File: src/rtl/cart_bankswitch.sv
// Cartridge-side responder for the 6507 ROM port.
// Maps the 4 KB CPU window into a multi-bank cartridge image using F8/F6/F4
// hotspot bank switching, with optional 128-byte Superchip RAM at $000-$0FF
// of the window (write port $000-$07F, read port $080-$0FF).
module cart_bankswitch #(
  parameter int NUM_BANKS = 2,  // 1 = plain 4K, 2 = F8, 4 = F6, 8 = F4
  parameter int SC_RAM    = 0   // 1 = Superchip RAM present
) (
  input  logic        CLOCKBUS,
  input  logic        RES,
  input  logic        ROM_CS,
  input  logic [11:0] ROM_Addr,
  input  logic        ROM_RW_n,
  input  logic [7:0]  CPU_Dout,
  output logic [7:0]  ROM_Dout,
  output logic [14:0] IMG_Addr,
  input  logic [7:0]  IMG_Dout,
  output logic [2:0]  BANK
);

  // Highest bank is selected out of reset so the reset vector comes from it.
  localparam logic [2:0]  BANK_RST = 3'(NUM_BANKS - 1);
  localparam logic [11:0] HS_BASE  = (NUM_BANKS == 8) ? 12'hFF4 :
                                     (NUM_BANKS == 4) ? 12'hFF6 : 12'hFF8;
  localparam logic [11:0] HS_LAST  = HS_BASE + 12'(NUM_BANKS - 1);
  localparam bit          HAS_HS   = (NUM_BANKS > 1);
  localparam bit          HAS_SC   = (SC_RAM != 0);

  logic       hs_hit;
  logic [2:0] hs_k;
  logic       sc_wr_win;
  logic       sc_rd_win;
  logic       ram_we;
  logic [7:0] ram_q;
  logic [7:0] ram [128];

  // Hotspot decode; the bank index only needs the low three address bits
  // because the hotspot window never spans more than eight addresses.
  assign hs_hit = HAS_HS && ROM_CS && (ROM_Addr >= HS_BASE) && (ROM_Addr <= HS_LAST);
  assign hs_k   = ROM_Addr[2:0] - HS_BASE[2:0];

  // Superchip windows are decoded from the window address only, so they are
  // the same in every bank.
  assign sc_wr_win = HAS_SC && ROM_CS && (ROM_Addr[11:7] == 5'b00000);
  assign sc_rd_win = HAS_SC && ROM_CS && (ROM_Addr[11:7] == 5'b00001);

  // The real Superchip has no R/W_n decode: reads of the write port also
  // latch whatever is on the data bus, so both bus directions write.
  assign ram_we = sc_wr_win && (ROM_RW_n || !ROM_RW_n);

  assign IMG_Addr = {BANK, ROM_Addr};
  assign ram_q    = ram[ROM_Addr[6:0]];

  // Bank register: reset wins over a hotspot hit in the same cycle.
  always_ff @(posedge CLOCKBUS) begin
    if (RES) begin
      BANK <= BANK_RST;
    end else if (hs_hit) begin
      BANK <= hs_k;
    end
  end

  // Superchip RAM: contents are not reset-controlled, so a write during reset still lands.
  always_ff @(posedge CLOCKBUS) begin
    if (ram_we) begin
      ram[ROM_Addr[6:0]] <= CPU_Dout;
    end
  end

  // Read-data mux: deselected bus, RAM write port, RAM read port, then image.
  always_comb begin
    ROM_Dout = IMG_Dout;
    if (!ROM_CS) begin
      ROM_Dout = 8'h00;
    end else if (sc_wr_win) begin
      ROM_Dout = 8'hFF;
    end else if (sc_rd_win) begin
      ROM_Dout = ram_q;
    end
  end

endmodule
File: config.mk
export PLATFORM = sky130hd
export DESIGN_NAME = cart_bankswitch
export DESIGN_NICKNAME = d
export VERILOG_FILES = /design/src/rtl/cart_bankswitch.sv
export SDC_FILE = /design/constraint.sdc
export NUM_CORES = 1
export LEC_CHECK = 0
export ABC_AREA = 1
export CAP_MARGIN = 20
export CORE_MARGIN = 3
export CORE_UTILIZATION = 23
export DETAILED_ROUTE_END_ITERATION = 6
export HOLD_SLACK_MARGIN = 0.12
export PLACE_DENSITY = 0.84
export SYNTH_ARGS = -nofsm -noshare
export SYNTH_HDL_FRONTEND = slang
export SYNTH_SLANG_ARGS = --single-unit
File: constraint.sdc
create_clock -name CLOCKBUS -period 1.1 [get_ports CLOCKBUS]
set_clock_uncertainty 0.05 [all_clocks]
set_input_delay 0.165 -clock CLOCKBUS [delete_from_list [all_inputs] [get_ports CLOCKBUS]]
set_output_delay 0.165 -clock CLOCKBUS [all_outputs]
set_load 0.005 [all_outputs]
==> qor.yml <==
floorplanning:
  die_height_microns: 45.52
  initial_standard_cell_utilization_of_the_core_pct: 25.97
  die_footprint_sq_mm: 0.002072
  rows: 13
  top_level_ports: 58
  dieWidth_microns: 45.52
  coreArea_sq_mm: 0.001383
finish:
  drive_above_1_share_pct: 24.47
  num-fill-cells: 130
  number_of_flip_flops_in_the_largest_register: 3
  largest_registers: "BANK x3"
  area_of_the_multi_input_gates_sq_um: 126.4
  finalNetCount: 127
  area.sequential_sq_um: 60.06
  final_common_cell: "sky130_fd_sc_hd__clkdlybuf4s50_1"
  postLayoutCoreUtil_pct: 52.13
  commonest_non_fill_non_tap_cells_in_the_layout: "sky130_fd_sc_hd__clkdlybuf4s50_1, sky130_fd_sc_hd__nand2_1, sky130_fd_sc_hd__inv_1"
  largest-register: "BANK"
  antennaDiodeCount: 0
  area_growth_pct: 100.7
  final_area_sq_um: 720.7
clock_tree:
  clk-insertion-delay-late_ns: 0.23
  cts_tree: "done"
  ctsHtreeMaxLevel: 1
  clkSlewWorstSetupHoldPaths_ns: 0.04
  cts_root_buffer: "sky130_fd_sc_hd__clkbuf_4"
  cts_post_setup_buffers_inserted: 0
  cts_max_path_buffers: 2
  clock_sink_count: 3
  cts_buffers: 3
  cts_hold_buffers: 0
place:
  place.gp.congestion: 0.6250
  post_detailed_placement_cell_area_sq_um: 757.0
  place_hpwl_microns: 998.4
  dp_slack_ns: -0.5602
  numPortBuffers: 48
synth:
  synth_area_sq_um: 359.1
  ys_seq_elements: 3
  synthesis.nets: 87
  ys_warn_count: 0
  yosysUniqueCellTypes: 12
  netlist_instances: 55
  sequential_fraction_of_the_synthesis_area_pct: 16.72
  postSynthAreaPerCell_sq_um: 6.529
critical_path:
  cp_slowest_stage_delay_ns: 0.48
  timing.critical_path.slowest_stage_cell: "sky130_fd_sc_hd__clkdlybuf4s50_1"
  cp_data_required_time_ns: 0.88
  worst_setup_path_start_kind: "primary input"
  worstPathMaxFanout: 2
  worst_path_dominant_cell_family: "buffers and inverters"
  timing.critical_path.cells: "clkdlybuf4s50_1 -> clkdlybuf4s15_1"
  critPathKind: "primary input to output port"
  cp_num_buf_inv: 2
  worstSetupEndpointType: "output port"
  cp_data_arrival_time_ns: 0.85
  rrSetupSlack_ns: 0.49
sta:
  finalCriticalPeriod_ns: 1.068
  post-route-period-util_pct: 97.05
  timing.final.ws_setup_ns: 0.03246
  setup_repair_after_global_routing_missed_its_margin: "false"
  hold_violation_total_from_the_final_report: 0
  fin_setup_tns_ns: 0
  slew_violations: 0
  slew_headroom_pct: 82.60
  fmax_mhz: 936.7
  setup_violations: 0
  worst_margin_pin_slew_ns: 0.2610
pwr:
  power_per_cell_area_mw_per_mm2: 663.0
  cellLeakagePower_nw: 0.4284
  ir_worst_vdd_uv: 292.8
route:
  drt_first_iter_violations: 4
  routed_wire_length_per_instance_microns: 9.936
  wirelength_mm: 1.083
  detailedRoute.firstPassIterationCount: 4
  postRouteAntennaNets: 0
  num_vias: 403
  route.detailed.vias_per_inst: 3.697
  route.detailed.drc: 0
global_routing:
  antenna_found_initial: 0
  grt_pass1_wl_mm: 1.635
  first_global_vias: 386
  grtUsageTotal_pct: 10.85
  grt_start_max_net_pins: 10
  globalRouteOverflowTotal: 0
min_path:
  hold_class: "flop to flop"
job:
  maxCapViolCount: 0
outcome:
  run_status: "completed"
-- final cells by class --
| type | instances | share of cell area (%) |
|---|---|---|
| Timing Repair Buffer | 51 | 61.11 |
| Multi-Input combinational cell | 23 | 17.53 |
| Sequential cell | 3 | 8.333 |
| Inverter | 13 | 6.771 |
| Clock buffer | 4 | 3.646 |
| Tap cell | 15 | 2.604 |
-- metrics by stage --
step / total power, mW / hold WS [ns] / instances
2_1_floorplan: 0.1860 / 0.2472 / 55
3_3_place_gp: 0.3178 / 0.4091 / 105
3_5_place_dp: 0.3209 / 0.4218 / 105
4_1_cts: 0.4902 / 0.4190 / 109
5_1_grt: 0.5117 / 0.4499 / 109
6_report: 0.4778 / 0.4140 / 109
-- metal layers --
| metal | track usage, % | vias to the layer above | part of all wire (%) |
|---|---|---|---|
| met2 | 23.96 | 18 | 62 |
| met3 | 0.7905 | 0 | 8.7 |
| met4 | 5.263 | 0 | 0 |
| met5 | 0 | - | 0 |
| li1 | - | 221 | - |
| met1 | 8.920 | 164 | 29 |
-- cell usage after synthesis --
master                    count  share of area (%)
sky130_fd_sc_hd__buf_4       15                 31
sky130_fd_sc_hd__buf_6        1                3.1
sky130_fd_sc_hd__dfxtp_1      3                 17
sky130_fd_sc_hd__inv_1       13                 14
sky130_fd_sc_hd__nand2_1     13                 14
sky130_fd_sc_hd__nand2_2      1                1.7
sky130_fd_sc_hd__nand2_4      1                3.1
sky130_fd_sc_hd__nand3_1      3                4.2
sky130_fd_sc_hd__nand3_2      1                2.8
sky130_fd_sc_hd__nand4_1      1                1.7
sky130_fd_sc_hd__nor2_2       1                1.7
sky130_fd_sc_hd__nor2_4       2                6.3
-- worst reg2reg max path, cell delays in order, from the launching register on --
cell                      delay (ns)
sky130_fd_sc_hd__dfxtp_1        0.31
sky130_fd_sc_hd__nand2_1        0.06
sky130_fd_sc_hd__nand3_1        0.07
-- final timing paths --
kind | from | cells after the start | to
worst min-delay path | BANK[1]$_SDFFE_PP0P_ | 2 | BANK[1]$_SDFFE_PP0P_
worst min register to register | BANK[1]$_SDFFE_PP0P_ | 2 | BANK[1]$_SDFFE_PP0P_
worst max-delay path | ROM_Addr[9] | 2 | IMG_Addr[9]
worst max register to register | BANK[0]$_SDFFE_PP1P_ | 2 | BANK[0]$_SDFFE_PP1P_
-- repair_timing --
| action | in CTS | in global routing |
|---|---|---|
| endpoints found under the setup margin | 29 | 12 |
| gates resized for setup | 54 | 12 |
| pin swaps | 0 | 1 |
-- logic make-up (layout without fill, tap and decap cells) --
group | after synthesis | after routing | share of synthesized area (%)
flip-flops | 3 | 3 | 16.73
AND/OR/NAND/NOR | 23 | 23 | 35.19
buffers and inverters | 29 | 68 | 48.08
-- power breakdown --
group / total (mW) / leakage [nW] / internal (mW) / switching, mW
logic: 0.176 / 0.389 / 0.116 / 0.0594
registers: 0.109 / 0.0242 / 0.109 / 0.00000872
clock network: 0.193 / 0.0150 / 0.136 / 0.0566
total: 0.478 / 0.428 / 0.362 / 0.116
(Power assumes the default switching activity.)
